`config.mk`:
```
export PLATFORM = sky130hd
export DESIGN_NAME = hazard_controller
export DESIGN_NICKNAME = d
export VERILOG_FILES = /design/src/rtl/hazard_pkg.sv /design/src/rtl/hazard_perf_cnt.sv /design/src/rtl/hazard_controller.sv
export SDC_FILE = /design/constraint.sdc
export NUM_CORES = 1
export LEC_CHECK = 0
export CORE_UTILIZATION = 30
export CTS_CLUSTER_DIAMETER = 60
export DETAILED_ROUTE_END_ITERATION = 10
export MAX_ROUTING_LAYER = met4
export PLACE_DENSITY_LB_ADDON = 0.25
export SLEW_MARGIN = 20
export SYNTH_ARGS = -nofsm -noshare
export SYNTH_HDL_FRONTEND = slang
export SYNTH_SLANG_ARGS = --single-unit
```
`constraint.sdc`:
```
create_clock -name clk_i -period 2.4 [get_ports clk_i]
set_input_delay 0.48 -clock clk_i [delete_from_list [all_inputs] [get_ports clk_i]]
set_output_delay 0.48 -clock clk_i [all_outputs]
set_load 0.005 [all_outputs]
```
`src/rtl/hazard_pkg.sv`:
```
// Shared types and constants for the pipeline hazard controller.
package hazard_pkg;

  typedef enum logic {
    RUN      = 1'b0,
    MEM_WAIT = 1'b1
  } state_t;

  localparam int REG_AW = 5;
  localparam logic [REG_AW-1:0] REG_X0 = '0;

endpackage

```
`src/rtl/hazard_perf_cnt.sv`:
```
// Saturating event counter with synchronous active-low clear; sticks at all-ones.
module hazard_perf_cnt #(
  parameter int CNT_W = 32
) (
  input  logic             clk_i,
  input  logic             rst_i,
  input  logic             inc,
  output logic [CNT_W-1:0] cnt
);

  always_ff @(posedge clk_i) begin
    if (!rst_i) begin
      cnt <= '0;
    end else if (inc && (cnt != {CNT_W{1'b1}})) begin
      cnt <= cnt + CNT_W'(1);
    end
  end

endmodule

```
`src/rtl/hazard_controller.sv`:
```
// Stall/bubble/flush sequencing for the 5-stage core; outputs are combinational, no added latency.
// HAZARD_PERF_CNT_EN adds saturating stall/load-use/flush cycle counters.
module hazard_controller
  import hazard_pkg::*;
#(
  parameter int MEM_TIMEOUT = 64
`ifdef HAZARD_PERF_CNT_EN
  , parameter int CNT_W = 32
`endif
) (
  input  logic              clk_i,
  input  logic              rst_i,
  input  logic [REG_AW-1:0] IF_ID_RS1addr_i,
  input  logic [REG_AW-1:0] IF_ID_RS2addr_i,
  input  logic              ID_EX_MemRead_i,
  input  logic [REG_AW-1:0] ID_EX_RDaddr_i,
  input  logic              Branch_taken_i,
  input  logic              Mem_req_i,
  input  logic              Mem_ack_i,
  output logic              PCWrite_o,
  output logic              IF_ID_Write_o,
  output logic              NoOp_o,
  output logic              Flush_o,
  output logic              Stall_o,
`ifdef HAZARD_PERF_CNT_EN
  output logic [CNT_W-1:0]  Stall_cnt_o,
  output logic [CNT_W-1:0]  LoadUse_cnt_o,
  output logic [CNT_W-1:0]  Flush_cnt_o,
`endif
  output logic              Timeout_err_o
);

  localparam int WCNT_W = $clog2(MEM_TIMEOUT + 1);

  state_t            state_q, state_d;
  logic [WCNT_W-1:0] wcnt_q, wcnt_d;
  logic              err_d;
  logic              lu, ms, timeout, ms_eff;

  assign lu = ID_EX_MemRead_i && (ID_EX_RDaddr_i != REG_X0) &&
              ((ID_EX_RDaddr_i == IF_ID_RS1addr_i) || (ID_EX_RDaddr_i == IF_ID_RS2addr_i));
  assign ms = Mem_req_i && !Mem_ack_i;

  // On the timeout cycle the freeze is released so the pipeline gets one free cycle.
  assign timeout = (state_q == MEM_WAIT) && ms && (wcnt_q == WCNT_W'(MEM_TIMEOUT));
  assign ms_eff  = ms && !timeout;

  always_comb begin
    state_d = state_q;
    wcnt_d  = wcnt_q;
    err_d   = Timeout_err_o;
    unique case (state_q)
      RUN: begin
        if (ms) begin
          state_d = MEM_WAIT;
          wcnt_d  = WCNT_W'(1);
        end
      end
      MEM_WAIT: begin
        if (!ms) begin
          state_d = RUN;
          wcnt_d  = '0;
        end else if (timeout) begin
          state_d = RUN;
          wcnt_d  = '0;
          err_d   = 1'b1;
        end else begin
          wcnt_d  = wcnt_q + WCNT_W'(1);
        end
      end
      default: begin
        state_d = RUN;
        wcnt_d  = '0;
      end
    endcase
  end

  always_comb begin
    PCWrite_o     = 1'b1;
    IF_ID_Write_o = 1'b1;
    NoOp_o        = 1'b0;
    Flush_o       = 1'b0;
    Stall_o       = 1'b0;
    if (rst_i) begin
      if (ms_eff) begin
        Stall_o       = 1'b1;
        PCWrite_o     = 1'b0;
        IF_ID_Write_o = 1'b0;
      end else if (lu) begin
        PCWrite_o     = 1'b0;
        IF_ID_Write_o = 1'b0;
        NoOp_o        = 1'b1;
      end else if (Branch_taken_i) begin
        Flush_o       = 1'b1;
      end
    end
  end

  always_ff @(posedge clk_i) begin
    if (!rst_i) begin
      state_q       <= RUN;
      wcnt_q        <= '0;
      Timeout_err_o <= 1'b0;
    end else begin
      state_q       <= state_d;
      wcnt_q        <= wcnt_d;
      Timeout_err_o <= err_d;
    end
  end

`ifdef HAZARD_PERF_CNT_EN
  hazard_perf_cnt #(.CNT_W(CNT_W)) u_stall_cnt (
    .clk_i (clk_i),
    .rst_i (rst_i),
    .inc   (Stall_o),
    .cnt   (Stall_cnt_o)
  );

  hazard_perf_cnt #(.CNT_W(CNT_W)) u_lu_cnt (
    .clk_i (clk_i),
    .rst_i (rst_i),
    .inc   (NoOp_o),
    .cnt   (LoadUse_cnt_o)
  );

  hazard_perf_cnt #(.CNT_W(CNT_W)) u_flush_cnt (
    .clk_i (clk_i),
    .rst_i (rst_i),
    .inc   (Flush_o),
    .cnt   (Flush_cnt_o)
  );
`endif

endmodule
```
**Word level (Yosys, flattened, before mapping)**

Cells that the tools add are included.

- Bits in registers: 9
- Bits in latches: 0
- Memory bits (writable): 0
- ROM bits: 0
- Bits of input ports: 21
- Output and inout bits: 6
- Word-level logic and storage cells: 40
- Memories kept: 0

- $add $sub $neg: 1
- $mul: 0
- Div/mod/pow operators: 0
- $lt $le $gt $ge: 0
- Eq/ne operators: 4
- Shift operators: 0
- Multiplexer cells: 20
- Bitwise logic cells: 1
- Reduce and logical (&&, ||, !) cells: 11

Operator list:

| operator | number |
|---|---|
| two-way mux 7 bit | 3 |
| two-way mux 1 bit | 15 |
| one-hot mux 7 bit (2 select lines) | 1 |
| equality test 5 bit | 2 |
| adder 7 x 1 -> 7 bit, second input constant | 1 |
| equality test 7 bit, second input constant | 1 |
| logical AND 1 bit | 6 |
| nonzero test 5 bit | 1 |
| AND reduction 3 bit | 1 |
| zero test 1 bit | 2 |
| != test 2 bit, second input constant | 1 |
| one-hot mux 1 bit (2 select lines) | 1 |
| logical OR 1 bit | 1 |
| inverter 1 bit | 1 |

**Logic depth before layout (Yosys ltp)**

- Word-level depth: 8
- Depth in mapped cells: 7
- Mapped depth without buffers: 6

**Least setup slack after synthesis**

Ideal clock, no wire load.

- Path kind: input to output
- From: input port ID_EX_RDaddr_i[1]
- To: output port PCWrite_o
- Data arrival time: 1.532 ns
- Required time: 1.920 ns
- Setup slack: 0.388 ns
- Cell stages on the path: 4
- Buffers on the path: 1
- Path through: or4_1 o21a_1 a31oi_2 buf_4

- Longest elaborated chain between the ends: 6
- Elaborated cells on any way between the ends: 9
- Classes of those cells: eq/ne (2); mux (3); reduce/logical (4)

Ends and longest elaborated chain:

| element | line | source |
|---|---|---|
| start, declared | hazard_controller.sv:16 | `input logic [REG_AW-1:0] ID_EX_RDaddr_i,` |
| equality test 5 bit / nonzero test 5 bit (equally long branches) | hazard_controller.sv:41, hazard_controller.sv:40 |  |
| logical OR 1 bit / logical AND 1 bit (equally long branches) | hazard_controller.sv:41, hazard_controller.sv:40 |  |
| logical AND 1 bit (*) | hazard_controller.sv:40 | `assign lu = ID_EX_MemRead_i && (ID_EX_RDaddr_i != REG_X0) &&` |
| two-way mux 1 bit (*) (3 in series) | -- |  |
| end, declared | hazard_controller.sv:20 | `output logic PCWrite_o,` |

Every way passes the cells marked *; elsewhere a longest branch is shown, timed or not.

**Final worst setup path**

- From: input port ID_EX_RDaddr_i[1]
- To: output port NoOp_o

- Longest elaborated chain between the ends: 6
- Elaborated cells on any way between the ends: 9
- Classes of those cells: eq/ne (2); mux (3); reduce/logical (4)

Ends and longest elaborated chain:

| element | line | source |
|---|---|---|
| equality test 5 bit / nonzero test 5 bit (equally long branches) | hazard_controller.sv:41, hazard_controller.sv:40 |  |
| logical OR 1 bit / logical AND 1 bit (equally long branches) | hazard_controller.sv:41, hazard_controller.sv:40 |  |
| logical AND 1 bit (*) | hazard_controller.sv:40 |  |
| two-way mux 1 bit (*) | hazard_controller.sv:89 | `end else if (lu) begin` |
| two-way mux 1 bit (*) | hazard_controller.sv:85 | `if (ms_eff) begin` |
| two-way mux 1 bit (*) | hazard_controller.sv:84 | `if (rst_i) begin` |
| end, declared | hazard_controller.sv:22 | `output logic NoOp_o,` |

Marks and branches as above.

==> impl_metrics.env <==
export IMPL_outcome="completed"
export IMPL_vdd_drop_max_mv=0.186
export IMPL_syn_num_nets=100
export IMPL_finClkSkew_ps=2.45
export IMPL_grt_max_degree=8
export IMPL_synth_top_family_by_area="simple AND/OR/NAND/NOR gates"
export IMPL_synth_area_sq_um=644
export IMPL_rows=16
export IMPL_post_route_period_util=0.980
export IMPL_grt_antenna_before_repair=0
export IMPL_grt_pass1_wl_microns=2820
export IMPL_numCtsBuffers=3
export IMPL_io_buffer_count=26
export IMPL_diodes=0
export IMPL_die_w_microns=48.3
export IMPL_total_power_mw=0.371
export IMPL_worstMarginPinSlew_ps=425
export IMPL_drc_errors=0
export IMPL_crit_fanout=3
export IMPL_die_y_microns=48.3
export IMPL_instances_no_fill=144
export IMPL_final_max_slew_violation_count=0
export IMPL_min_path_type="reg2reg"
export IMPL_finalHoldViolCount=0
export IMPL_synth_adder_area_share=0.0388
export IMPL_cts_tree="yes"
export IMPL_place_congestion=0.797
export IMPL_required_ps=1920
export IMPL_dieArea_sq_mm=0.00234
export IMPL_rsz0062_at_grt="no"
export IMPL_finalCriticalPeriod_ps=2350
export IMPL_crit_type="in2out"
export IMPL_n_fill_cell=197
export IMPL_yosysSeqAreaShare=0.280
export IMPL_end_kind="output port"
export IMPL_rrSetupSlack_ps=810
export IMPL_drt_iter0_drc=7
export IMPL_crit_cells=5
export IMPL_ys_types=32
export IMPL_synthMuxAreaShare=0
export IMPL_final_common_cell="clkdlybuf4s50_1"
export IMPL_core_sq_mm=0.00198
export IMPL_fin_util=0.527
export IMPL_path_buf_inv=2
export IMPL_clkLatencyLatePin_ps=270
export IMPL_syn_inst=77
export IMPL_fmax_ghz=0.425
export IMPL_totalWireLength_microns=1650
export IMPL_clk_pin_slew_ps=60
export IMPL_synth_simple_area_share=0.299
export IMPL_relSlewSlack=0.717
export IMPL_clock_sinks=9
export IMPL_critPathTopFamily="simple AND/OR/NAND/NOR gates"
export IMPL_grt_ovfl_total=0
export IMPL_drtAntennaViolNets=0
export IMPL_startpoint_type="input port"
export IMPL_setup_viol=0
export IMPL_worst_path_max_delay_cell="or4_1"
export IMPL_avgSynthCellArea_sq_um=8.37
export IMPL_ys_seq_elements=9
export IMPL_reg2regPathDepth=7
export IMPL_track_usage=0.160
export IMPL_viasPerCell=4.85
export IMPL_power_density_mw_per_mm2=355
export IMPL_yosys_area_share_xor_xnor=0.163
export IMPL_htree_num_levels=1
export IMPL_first_pass_iters=4
export IMPL_final_cell_mix="16 x clkdlybuf4s50_1, 11 x buf_4, 10 x xnor2_1"
export IMPL_fin_ws_ps=48.0
export IMPL_synth_compound_area_frac=0.190
export IMPL_crit_chain="dlygate4sd2_1 > or4_1 > o21a_1 > and4_1 > clkdlybuf4s15_1"
export IMPL_critPathArrivalTime_ps=1870
export IMPL_finalNetCount=141
export IMPL_min_path_cells=1
export IMPL_grt_pass1_vias=719
export IMPL_vias=698
export IMPL_start_util=0.325
export IMPL_drive_above_1_share=0.188
export IMPL_dp_hpwl_microns=1340
export IMPL_leakagePower_nw=0.422
export IMPL_yosysWarnings=0
export IMPL_pre_cts_slack_ps=-453
export IMPL_root_buffer="clkbuf_4"
export IMPL_wl_per_cell_microns=11.4
export IMPL_clockBufferDepth=2
export IMPL_syn_to_final_growth_pct=61.9
export IMPL_max_cap_viol_count=0
export IMPL_dp_cells=139
export IMPL_max_stage_delay_ps=530
export IMPL_pin_count=27
## synth_stat cells
library cell,n,area (sq um)
o2bb2ai_1,2,17.5
nand4_1,1,6.26
a21oi_1,5,25.0
buf_4,1,7.51
o21ai_0,3,15.0
xnor2_1,10,87.6
or2_4,1,8.76
nand3b_1,1,7.51
and4_1,1,8.76
nand3_1,5,25.0
inv_1,2,7.51
clkbuf_1,1,3.75
and3_1,3,18.8
o21a_1,1,7.51
o2111ai_1,1,8.76
a21boi_0,2,15.0
a31oi_2,1,12.5
or3_4,1,11.3
o22ai_1,1,6.26
or2b_1,1,7.51
xor2_1,2,17.5
nor2_1,4,15.0
and3_4,1,11.3
ha_1,2,25.0
nand2_1,5,18.8
nand2b_1,3,18.8
and2_1,1,6.26
dfxtp_1,9,180
nand4b_1,1,8.76
a21o_1,2,15.0
nor2b_1,2,12.5
or4_1,1,7.51
## per-layer routing
metal / wire length [microns] / vias to the layer above / global-route usage
li1: - / 351 / -
met1: 683 / 330 / 0.170
met2: 898 / 14 / 0.286
met3: 26 / 3 / 0.00943
met4: 36 / 0 / 0.103
met5: 0 / - / -
## registers in the layout, indices dropped and copies added, names as in the netlist
register and cells:
Timeout_err_o 1, wcnt_q 7, state_q 1
## repair_timing
item / in CTS / in global routing
gates resized for setup: 20 / 1
setup buffers: 1 / 0
setup endpoints to repair: 5 / 4
pin swaps: 2 / 4
hold buffers: 0 / 0
## through the flow
stage	cell area, sq um	setup TNS, ps	hold WS [ps]
after CTS	1040	0	496
after floorplan	644	0	467
after global routing	1040	0	516
after detailed placement	1010	-1640	485
after global placement	1010	-1580	482
final	1040	0	498
## final timing paths
check / startpoint / endpoint
worst max-delay path: ID_EX_RDaddr_i[1] / NoOp_o
worst min-delay path: wcnt_q[6] / wcnt_q[6]
worst max register to register: wcnt_q[0] / wcnt_q[2]
worst min register to register: wcnt_q[6] / wcnt_q[6]
## power by group
group          switching [mW]  internal [mW]
clock                  0.0573         0.0644
sequential            0.00152          0.151
combinational          0.0362         0.0599
## cell type report
| type | count | area (sq um) | share of cell area |
|---|---|---|---|
| Inverter | 2 | 7.51 | 0.00719 |
| Tap cell | 27 | 33.8 | 0.0324 |
| Sequential cell | 9 | 180 | 0.173 |
| Timing Repair Buffer | 38 | 335 | 0.321 |
| Multi-Input combinational cell | 64 | 460 | 0.441 |
| Clock buffer | 4 | 26.3 | 0.0252 |
## logic make-up (layout without fill, tap and decap cells)
kind of cell,after synthesis,in the layout
buffers and inverters,4,44
AOI/OAI and AO/OA,18,18
xor gates and xnor gates,12,12
and+or+nand+nor,32,32
DFF,9,9
adders and majority gates,2,2
Note: power is estimated with default switching activity, not from simulation.
